**config.mk**
```make
export PLATFORM = sky130hd
export DESIGN_NAME = mulu_seq
export DESIGN_NICKNAME = d
export VERILOG_FILES = /design/src/rtl/mulu_pkg.sv /design/src/rtl/mulu_1iter.sv /design/src/rtl/mulu_seq.sv
export SDC_FILE = /design/constraint.sdc
export NUM_CORES = 1
export LEC_CHECK = 0
export CAP_MARGIN = 40
export CORE_UTILIZATION = 57
export CTS_BUF_LIST = sky130_fd_sc_hd__clkbuf_4
export CTS_CLUSTER_SIZE = 8
export DETAILED_ROUTE_END_ITERATION = 10
export GPL_ROUTABILITY_DRIVEN = 0
export PLACE_DENSITY_LB_ADDON = 0.12
export SKIP_CTS_REPAIR_TIMING = 1
export SLEW_MARGIN = 20
export SYNTH_ARGS = -nofsm -noshare
export SYNTH_HDL_FRONTEND = slang
export SYNTH_SLANG_ARGS = --single-unit
```
**constraint.sdc**
```tcl
create_clock -name clk -period 8.51 [get_ports clk]
set_clock_uncertainty 0.1 [all_clocks]
set_input_delay 0.851 -clock clk [delete_from_list [all_inputs] [get_ports clk]]
set_output_delay 0.851 -clock clk [all_outputs]
set_load 0.05 [all_outputs]
```
**src/rtl/mulu_pkg.sv**
```systemverilog
// Shared definitions for the sequential shift-add multiplier (mulu_seq, mulu_1iter).
package mulu_pkg;

    localparam int unsigned XLEN  = 32;
    localparam int unsigned PLEN  = 64;
    localparam int unsigned CNT_W = 6;

    localparam logic [CNT_W-1:0] CNT_LAST = CNT_W'(XLEN - 1);

    typedef enum logic [1:0] {
        IDLE = 2'd0,
        RUN  = 2'd1,
        DONE = 2'd2
    } mulu_state_e;

endpackage

```
**src/rtl/mulu_1iter.sv**
```systemverilog
// One shift-add multiply step: conditionally add the multiplicand into the high
// half, then shift the {carry, hi, lo} accumulator right by one bit.
module mulu_1iter
    import mulu_pkg::*;
(
    input  logic [XLEN-1:0] hi_in,
    input  logic [XLEN-1:0] lo_in,
    input  logic [XLEN-1:0] multiplicand,
    output logic [XLEN-1:0] hi_out,
    output logic [XLEN-1:0] lo_out
);

    logic [XLEN:0] sum;

    always_comb begin
        sum    = {1'b0, hi_in} + (lo_in[0] ? {1'b0, multiplicand} : '0);
        hi_out = sum[XLEN:1];
        lo_out = {sum[0], lo_in[XLEN-1:1]};
    end

endmodule

```
**src/rtl/mulu_seq.sv**
```systemverilog
// Sequential 32x32 unsigned multiplier, one multiplier bit per cycle.
// Optional early exit when remaining multiplier bits are zero: MULU_SEQ_EARLY_EXIT_EN.
module mulu_seq
    import mulu_pkg::*;
(
    input  logic            clk,
    input  logic            rst_n,
    input  logic            in_valid,
    output logic            in_ready,
    input  logic [XLEN-1:0] multiplicand,
    input  logic [XLEN-1:0] multiplier,
    output logic            out_valid,
    input  logic            out_ready,
    output logic [PLEN-1:0] product,
    output logic            busy
);

    mulu_state_e      state_q;
    logic [XLEN-1:0]  mcand_q;
    logic [XLEN-1:0]  hi_q;
    logic [XLEN-1:0]  lo_q;
    logic [CNT_W-1:0] cnt_q;

    logic [XLEN-1:0]  hi_step;
    logic [XLEN-1:0]  lo_step;
    logic [PLEN-1:0]  acc_nxt;
    logic             run_last;

    mulu_1iter u_iter (
        .hi_in        (hi_q),
        .lo_in        (lo_q),
        .multiplicand (mcand_q),
        .hi_out       (hi_step),
        .lo_out       (lo_step)
    );

`ifdef MULU_SEQ_EARLY_EXIT_EN
    logic [XLEN-1:0]  rem_mask;
    logic [CNT_W-1:0] shamt;
    logic             rem_zero;

    // Once the unconsumed multiplier bits are all zero, every remaining step is
    // a plain right shift, so collapse them into one shift by (32 - cnt).
    always_comb begin
        rem_mask = {XLEN{1'b1}} >> cnt_q;
        rem_zero = ((lo_q & rem_mask) == '0);
        shamt    = CNT_W'(XLEN) - cnt_q;
        acc_nxt  = rem_zero ? ({hi_q, lo_q} >> shamt) : {hi_step, lo_step};
        run_last = rem_zero || (cnt_q == CNT_LAST);
    end
`else
    always_comb begin
        acc_nxt  = {hi_step, lo_step};
        run_last = (cnt_q == CNT_LAST);
    end
`endif

    always_ff @(posedge clk or negedge rst_n) begin
        if (!rst_n) begin
            state_q <= IDLE;
            mcand_q <= '0;
            hi_q    <= '0;
            lo_q    <= '0;
            cnt_q   <= '0;
        end else begin
            case (state_q)
                IDLE: begin
                    if (in_valid) begin
                        mcand_q <= multiplicand;
                        hi_q    <= '0;
                        lo_q    <= multiplier;
                        cnt_q   <= '0;
                        state_q <= RUN;
                    end
                end
                RUN: begin
                    {hi_q, lo_q} <= acc_nxt;
                    cnt_q        <= cnt_q + 1'b1;
                    if (run_last) begin
                        state_q <= DONE;
                    end
                end
                DONE: begin
                    if (out_ready) begin
                        state_q <= IDLE;
                    end
                end
                default: state_q <= IDLE;
            endcase
        end
    end

    always_comb begin
        in_ready  = (state_q == IDLE);
        out_valid = (state_q == DONE);
        busy      = (state_q == RUN) || (state_q == DONE);
        product   = {hi_q, lo_q};
    end

endmodule

```
==> results.ini, run 1 <==
[yosys]
yosys.area.top_type = dfrtp_1
ys_ff_latch = 104
synth-xor-area-share_pct = 3.86
yosys-top-cells-area = dfrtp_1 42%, ha_1 7.4%, o21ai_0 6.2%
synth_top_family_by_area = compound AO/OA/AOI/OAI gates
yosys.cell_types.count = 53
synth_edf_count = 0
async_reset_ff_share_pct = 100
synth_top_area_share_pct = 42.5
synth_fa_ha_area_share_pct = 7.68
synth-compound-area-share_pct = 17.3
yosysWarningCount = 0
synthCells = 641
synth-seq-area-share_pct = 42.5
synth_area_um2 = 6130
avgSynthCellArea_um2 = 9.56
muxShareOfSynthArea_pct = 11.1
synthSimpleGateAreaFrac_pct = 14.7
syn-num-nets = 746
yosys_most_used_dff = dfrtp_1

[cells_and_area]
diodes = 0
finalNonFillerCells = 900
area_delta_synth_final_pct = 26.2
fin_area_um2 = 7730
postLayoutCoreUtil_pct = 74.6
drive_gt1_share_pct = 8.25
fin_nets = 865

[power_and_ir_drop]
pwr-share-seq_pct = 29.1
fin_total_pwr_mw = 2.96
power_switching_mw = 1.50
power.leakage_nw = 3.40
powerDensity_nw_per_um2 = 383
peakVddDrop_mv = 0.229
p_int_mw = 1.46
p_comb_share_pct = 62.6
clkPwrFrac_pct = 8.3
switching_share_pct = 50.7

[timing]
slew_headroom_pct = 51.4
period_share_pct = 40.3
fmax_ghz = 0.291
rsz0062_at_grt = no
post-route-min-period_ps = 3430
setup_violations = 0
worst_pin_slew_ps = 729
fin_tns_setup_ps = 0
slew_viol_final = 0
finalHoldViolCount = 0

[cts]
clkSlewWorstSetupHoldPaths_ps = 180
insertion_delay_ps = 520
clockRootBuffer = clkbuf_4
clock-sinks = 104
cts_max_level = 3
ctsLongestPathBuffers = 2
cts_tree = done
cts_inserted_buffers = 9

[min_path]
hp-class = input pin to async pin

[die]
die_y_um = 106
dieArea_um2 = 11200
core_area_um2 = 10400
rows = 37
start_util_pct = 59.1
ioPinCount = 135
die_x_um = 106

[critical_path]
r2r-start = lo_q[0]
crit_start = lo_q[0]
rr_endpoint = hi_q[20]
cp.buffers_inverters = 1
path_cells = buf_8, and2_1, ha_1, a21oi_1, o21ai_0, o221a_2, nor3_1, o31a_1, o21ai_0, nand4_1, or3b_1
reg2regPathDepth = 11
cp_top_family = compound AO/OA/AOI/OAI gates
crit_path_start_kind = flip-flop
crit_arrival_ps = 3720
path_class = flip-flop to flip-flop
critPathMaxStageDelay_ps = 580
worstSetupEndpointType = flip-flop
crit_cells = 11
r2r_setup_slack_ps = 5080
crit_slowest_cell = dfrtp_1
cpMostUsedCell = o21ai_0
worstPathMaxFanout = 22
required_ps = 8790

[placed_design]
port-buffer-count = 134
dp_cells = 884
dp_hpwl_mm = 11.3
dpl_cell_area_um2 = 7600

[flow_run]
max_cap_violations = 0

[routing]
routed_via_density = 5.87
post_drt_wl_per_cell_um = 16.9
ant_nets = 0
vias = 5281
drc = 0
drt-total-wl_mm = 15.2
firstDrtPassIters = 5
drt-initial-drc-count = 240

[grt]
grt_pass1_vias = 5613
grt_use_total_pct = 29.0
grt_pass1_wl_mm = 25.7
overflow = 0
grt_max_degree = 87
antenna_found_initial = 0

[outcome]
outcome = finished clean

-- cells in the final DEF (no fill, tap or decap), types with 5 or more instances in the layout --
cell	Yosys	routed
a211oi_1	5	5
a21o_1	15	15
a21oi_1	35	35
a31oi_1	5	5
and2_1	32	32
clkbuf_4	0	9
clkdlybuf4s50_1	0	133
dfrtp_1	104	104
ha_1	36	35
inv_1	14	14
inv_6	0	5
mux2_2	32	32
mux2i_1	32	32
nand2_1	90	90
nand2b_1	5	5
nand4_1	11	11
nor2_1	22	22
nor2b_1	5	5
nor3_1	7	7
o21ai_0	76	76
xnor2_1	12	12
xor2_1	15	15
-- layer usage --
metal	up-vias	track usage (%)	part of all wire, %
li1	2508	-	-
met1	2577	34.7	42
met2	166	49.5	50
met3	30	8.16	6.0
met4	0	10.6	2.2
met5	-	0	0
-- cells in the mapped netlist (all sizes together), types with 2 or more instances --
master / count
a211oi: 5
a21boi: 2
a21o: 15
a21oi: 35
a31oi: 5
a32o: 2
and2: 32
and3: 4
buf: 3
clkbuf: 30
dfrtp: 104
ha: 36
inv: 14
mux2: 32
mux2i: 32
nand2: 90
nand2b: 5
nand3: 5
nand4: 11
nor2: 22
nor2b: 5
nor3: 7
nor4: 2
o2111ai: 2
o211a: 2
o211ai: 2
o21a: 5
o21ai: 78
o21bai: 4
o311ai: 2
o31a: 2
o31ai: 4
xnor2: 12
xor2: 15
-- logic make-up after synthesis --
group,after synthesis
simple gates,188
compound gates,174
flops,104
mux,64
buf+inv,47
fa+ha+maj,37
xor+xnor,27
-- flip-flops by register name, indices dropped and copies added, names as in the netlist --
name,cells
state_q,2
hi_q,32
lo_q,32
mcand_q,32
cnt_q,6
-- cell type report --
type                            count  area (µm²)
Clock buffer                        9        67.6
Clock inverter                      6        48.8
Fill cell                         767        2640
Inverter                           14        52.6
Multi-Input combinational cell    490        3350
Sequential cell                   104        2600
Tap cell                          136         170
Timing Repair Buffer              141        1440
-- stage by stage --
stage	hold slack [ps]	setup slack, ps
after floorplan	371	5280
after global placement	385	5080
after detailed placement	390	4940
after CTS	121	4870
after global routing	117	4760
final	121	5080
-- worst max path at each step --
| stage | end | slack, ps |
|---|---|---|
| finish | hi_q[20] | 5080 |
| global route | hi_q[25] | 4760 |
| CTS | hi_q[20] | 4870 |
| detailed placement | hi_q[20] | 4940 |
| global placement | hi_q[20] | 5080 |
| floorplan | hi_q[26] | 5280 |
-- power by group through the flow --
stage	combinational, mW	clock [mW]	sequential, mW
after global routing	2.00	0.271	0.892
after global placement	1.76	0	0.870
after detailed placement	1.83	0	0.878
after CTS	1.84	0.251	0.871
after floorplan	0.931	0	1.22
final	1.85	0.246	0.862
No activity file was read; power rests on OpenSTA's default activity.
==> run 2: changes to the inputs <==
CORE_UTILIZATION = 48   (was 57)
clock period = 2.81 ns   (was 8.51 ns; I/O delays follow)
==> results.ini, run 2 (synthesized netlist as in run 1, its figures left out) <==
[outcome]
outcome = finished, violations left
violations = setup timing

[cts]
cts_inserted_buffers = 9  ; unchanged
cts_tree = done
ctsLongestPathBuffers = 2  ; unchanged
clkSlewWorstSetupHoldPaths_ps = 170  ; about the same
clockRootBuffer = clkbuf_4
cts_max_level = 3  ; unchanged
insertion_delay_ps = 490  ; -30 ps
clock-sinks = 104  ; unchanged

[critical_path]
worstPathMaxFanout = 4  ; -82%
path_class = flip-flop to flip-flop
path_cells = buf_6, and2_4, ha_4, a21o_1, a31o_1, o211a_1, or4b_4, nand3_2, o211a_4, o21ai_2, a221o_1
reg2regPathDepth = 11  ; unchanged
required_ps = 3110  ; -5680 ps
rr_endpoint = hi_q[26]
cp.buffers_inverters = 1  ; unchanged
critPathMaxStageDelay_ps = 540  ; -40 ps
crit_arrival_ps = 3260  ; -460 ps
r2r_setup_slack_ps = -150  ; -5230 ps
crit_slowest_cell = or4b_4
r2r-start = lo_q[0]
worstSetupEndpointType = flip-flop
crit_path_start_kind = flip-flop
cp_top_family = compound AO/OA/AOI/OAI gates

[die]
ioPinCount = 135  ; unchanged
rows = 40  ; +8.1%
dieArea_um2 = 13200  ; +18%
die_y_um = 115  ; +8.8%
start_util_pct = 50.2  ; -8.9 points
die_x_um = 115  ; +8.8%
core_area_um2 = 12200  ; +18%

[timing]
whs_ps = 174  ; +53.1 ps
fin_tns_setup_ps = -609  ; -609 ps
post-route-min-period_ps = 2960  ; -472 ps
setup_violations = 8  ; +8
finalHoldViolCount = 0  ; unchanged
period_share_pct = 105  ; +65 points
worst_pin_slew_ps = 551  ; -178 ps
setup_ws_ps = -150  ; -5230 ps
fmax_ghz = 0.338  ; +16%
slew_headroom_pct = 63.2  ; +12 points
rsz0062_at_grt = yes
slew_viol_final = 0  ; unchanged

[flow_run]
max_cap_violations = 0  ; unchanged

[cells_and_area]
layout_common_cells = 133 x clkdlybuf4s50_1, 103 x dfrtp_1, 89 x nand2_1
drive_gt1_share_pct = 22.3  ; +14 points
area_delta_synth_final_pct = 41.7
area.sequential_um2 = 2600  ; about the same
postLayoutCoreUtil_pct = 71.1  ; -3.5 points
multi_input_area_um2 = 3740  ; +12%
reg.largest.list = hi_q: 32 flops, lo_q: 32 flops, mcand_q: 32 flops
fill_cells = 995  ; +30%
final_common_cell = clkdlybuf4s50_1
fin_nets = 934  ; +8.0%
diodes = 0  ; unchanged

[power_and_ir_drop]
fin_total_pwr_mw = 10.0  ; +240%
power.leakage_nw = 3.75  ; +10%
switching_share_pct = 48.6  ; -2.1 points
powerDensity_nw_per_um2 = 1150  ; +200%
peakVddDrop_mv = 0.705  ; +210%
p_int_mw = 5.15  ; +250%
clkPwrFrac_pct = 8.2  ; about the same
pwr-share-seq_pct = 26.2  ; -2.9 points
power_switching_mw = 4.87  ; +220%
p_comb_share_pct = 65.6  ; +3.0 points

[grt]
grt_max_degree = 59  ; -32%
grt_use_met1_pct = 30.7  ; -4.0 points
grt_use_met3_pct = 6.27  ; -1.9 points
grt_use_total_pct = 25.7  ; -3.3 points
antenna_found_initial = 0  ; unchanged
busiest_layer = met2
overflow = 0  ; unchanged
grt_pass1_vias = 5672  ; +1.1%
use_met2_pct = 44.8  ; -4.8 points
grt_pass1_wl_mm = 26.6  ; +3.6%

[routing]
firstDrtPassIters = 5  ; unchanged
drt-total-wl_mm = 16.8  ; +10%
vias = 5543  ; +5.0%
ant_nets = 0  ; unchanged
post_drt_wl_per_cell_um = 16.7  ; -1.0%
routed_via_density = 5.53  ; -5.7%
drt-initial-drc-count = 299  ; +25%
drc = 0  ; unchanged

[placed_design]
port-buffer-count = 134  ; unchanged
dp_hpwl_mm = 12.1  ; +6.6%

[min_path]
hp-class = input pin to async pin

==> run 2: changes by cell type in the layout (fill, tap and decap cells not counted), sizes merged <==
cell,change
buf,+68
clkinv,+3
inv,-3
bufinv,+1
dlygate4sd3,+1
==> run 2: layout make-up <==
class                      instances  area share [%]
tap                              168            2.42
sequential                       104            30.0
inverter                          14           0.605
clock buffer                       9           0.778
clock inverter                     7           0.807
timing repair buffer             210            22.3
multi-input combinational        490            43.1
==> run 2: worst max path at each step <==
stage | end | startpoint | cells past startpoint
floorplan | hi_q[26] | lo_q[0] | 11
global placement | hi_q[27] | lo_q[0] | 12
detailed placement | hi_q[27] | lo_q[0] | 12
CTS | hi_q[27] | lo_q[0] | 12
global route | hi_q[26] | lo_q[0] | 11
finish | hi_q[26] | lo_q[0] | 11
==> run 2: layer usage <==
metal | vias to the layer above | wire, µm
met5 | - | 0
met4 | 0 | 416
met3 | 36 | 899
met2 | 184 | 8430
met1 | 2660 | 7020
li1 | 2663 | -
==> run 2: power by group through the flow <==
stage	registers, mW	clock network [mW]	logic [mW]
after floorplan	3.72	0	2.93
after global placement	2.63	0	5.94
after detailed placement	2.65	0	6.09
after CTS	2.62	0.835	6.11
after global routing	2.71	0.895	7.06
final	2.63	0.823	6.57
==> run 2: per-stage QoR <==
| stage | std cells | area (µm²) | setup slack (ps) |
|---|---|---|---|
| floorplan | 641 | 6220 | -139 |
| global placement | 971 | 8100 | -61.9 |
| detailed placement | 971 | 8100 | -204 |
| CTS | 987 | 8240 | -231 |
| global route | 1002 | 8680 | -194 |
| finish | 1002 | 8680 | -150 |
==> run 3: changes to the inputs <==
SYNTH_HIERARCHICAL = 1   (was default)
==> results.ini, run 3 <==
[outcome]
outcome = finished, violations left
violations = setup timing

[yosys]
yosys-top-cells-area = dfrtp_1 41%, ha_1 7.1%, mux2_2 6.0%
synth-seq-area-share_pct = 40.8  ; -1.7 points
yosysMostFrequentCell = dfrtp_1
async_reset_ff_share_pct = 100  ; unchanged
synth_area_um2 = 6380  ; +4.2%
yosysWarningCount = 6  ; +6
ys_ff_latch = 104  ; unchanged
synthCells = 617  ; -3.7%
avgSynthCellArea_um2 = 10.3  ; +8.2%
yosys_most_used_dff = dfrtp_1
synth_edf_count = 0  ; unchanged
synth_top_area_share_pct = 40.8  ; -1.7 points
yosys.area.top_type = dfrtp_1
yosys.cell_types.count = 54  ; +1.9%
syn-num-nets = 722  ; -3.2%
synth_common_cells = 104 x dfrtp_1, 56 x nand2_1, 40 x o21ai_0, 36 x ha_1, 35 x a22o_1

[routing]
drc = 0  ; unchanged
routed_via_density = 5.53  ; about the same
drt-initial-drc-count = 204  ; -32%
ant_nets = 0  ; unchanged
post_drt_wl_per_cell_um = 16.4  ; -1.8%
drt-total-wl_mm = 15.3  ; -8.6%
vias = 5161  ; -6.9%
firstDrtPassIters = 4  ; -1

[cells_and_area]
reg.largest.list = hi_q: 32 flops, lo_q: 32 flops, mcand_q: 32 flops
layout_common_cells = 133 x clkdlybuf4s50_1, 103 x dfrtp_1, 56 x nand2_1
fin_nets = 861  ; -7.8%
diodes = 0  ; unchanged
postLayoutCoreUtil_pct = 65.4  ; -5.7 points
drive_gt1_share_pct = 19.1  ; -3.2 points
final_common_cell = clkdlybuf4s50_1
area_delta_synth_final_pct = 30.9

[critical_path]
required_ps = 3110  ; about the same
path_class = flip-flop to flip-flop
worstPathMaxFanout = 6  ; +2
worstSetupEndpointType = flip-flop
crit_path_start_kind = flip-flop
crit_slowest_cell = dfrtp_2
crit_arrival_ps = 3260  ; about the same
critPathMaxStageDelay_ps = 480  ; -60 ps
path_cells = and2_4, ha_4, fa_2, a211o_1, a211oi_4, o31ai_4, a31oi_4, a21oi_2, a211oi_1, nor2b_1, a22o_1

[timing]
setup_ws_ps = -147  ; +3.28 ps
fmax_ghz = 0.338  ; +0.11%
rsz0062_at_grt = yes
fin_tns_setup_ps = -631  ; -22.6 ps
slew_viol_final = 0  ; unchanged
slew_headroom_pct = 57.6  ; -5.5 points
period_share_pct = 105  ; -0.12 points
whs_ps = 228  ; +54.7 ps
post-route-min-period_ps = 2960  ; -3.28 ps
finalHoldViolCount = 0  ; unchanged
setup_violations = 9  ; +1
worst_pin_slew_ps = 636  ; +84.5 ps

[cts]
clockRootBuffer = clkbuf_4
cts_tree = done
clkSlewWorstSetupHoldPaths_ps = 160  ; about the same
ctsLongestPathBuffers = 2  ; unchanged
cts_max_level = 3  ; unchanged
insertion_delay_ps = 500  ; about the same
clock-sinks = 104  ; unchanged
cts_inserted_buffers = 9  ; unchanged

[power_and_ir_drop]
power.leakage_nw = 3.90  ; +4.2%
powerDensity_nw_per_um2 = 1220  ; +5.3%
peakVddDrop_mv = 0.591  ; -16%

[placed_design]
port-buffer-count = 134  ; unchanged
dp_hpwl_mm = 10.9  ; -9.8%

[min_path]
hp-class = input pin to async pin

[die]
start_util_pct = 50.0  ; -0.20 points
dieArea_um2 = 13800  ; +4.1%
die_x_um = 117  ; +2.0%
die_y_um = 117  ; +2.0%
core_area_um2 = 12800  ; +4.6%
ioPinCount = 135  ; unchanged
rows = 41  ; +2.5%

[grt]
grt_pass1_vias = 5234  ; -7.7%
antenna_found_initial = 0  ; unchanged
overflow = 0  ; unchanged
grt_max_degree = 87  ; +47%
grt_use_total_pct = 22.8  ; -2.9 points
grt_pass1_wl_mm = 25.6  ; -4.0%

[flow_run]
max_cap_violations = 0  ; unchanged

## run 3: changes by cell type after synthesis, sizes merged, moves of 6 or more
cell / delta
a21o: +7
o21ai: -31
nor2: -6
nand4: -7
buf: +47
clkbuf: -21
a22o: +34
nand2: -33
a21oi: -7
## run 3: logic make-up after synthesis
family / count (synthesis) / share of synthesized area [%]
AO/OA/AOI/OAI: 173 / 19.6
XOR/XNOR: 30 / 4.12
adder cells (fa/ha/maj): 37 / 7.37
buffers and inverters: 69 / 6.39
flip-flops: 104 / 40.8
multiplexers: 68 / 11.3
AND/OR/NAND/NOR: 136 / 10.4
## run 3: routing by layer
metal  global-route usage [%]  wire (µm)  vias up
met3                     3.26        556       23
met5                        0          0        -
met2                     37.7       7340      143
li1                         -          -     2471
met4                     8.44        271        0
met1                     30.4       7160     2524
## run 3: path summary, 6_finish.rpt
| path | slack, ps | end | from | cells after the start |
|---|---|---|---|---|
| worst max register to register | -150 | hi_q[29] | lo_q[0] | 11 |
| min in group clk | 280 | mcand_q[3] | multiplicand[3] | 2 |
| max in group asynchronous | 1630 | mcand_q[17] | rst_n | 3 |
| worst max-delay path | -150 | hi_q[29] | lo_q[0] | 11 |
| worst min-delay path | 230 | lo_q[17] | rst_n | 2 |
| worst min register to register | 420 | mcand_q[13] | mcand_q[13] | 1 |
## run 3: metrics by stage
step	power [mW]	std cells	setup WS (ps)	cell area [µm²]
after detailed placement	9.05	912	-97.6	7990
after CTS	9.98	928	-133	8150
final	10.2	933	-147	8360
after floorplan	7.23	617	-2.84	6400
after global placement	8.90	912	-35.7	7990
after global routing	10.8	933	-255	8360
## run 3: report_power, final
group | internal, mW | leakage [nW] | switching (mW)
Clock | 0.377 | 0.0914 | 0.524
Combinational | 2.81 | 2.51 | 3.79
Sequential | 2.16 | 1.30 | 0.494
Total | 5.35 | 3.90 | 4.81
## run 3: area by class of cell
cell class | instances | area [µm²]
Clock buffer | 10 | 75.1
Clock inverter | 6 | 91.3
Fill cell | 1017 | 4420
Inverter | 10 | 37.5
Multi-Input combinational cell | 444 | 3560
Sequential cell | 104 | 2600
Tap cell | 172 | 215
Timing Repair Buffer | 187 | 1770
## run 3: worst max-delay path: cells and delay by family (launching register included)
kind	cells	cell delay (ps)
simple gates	2	230
fa+ha+maj	2	510
flops	1	480
compound gates	7	1540
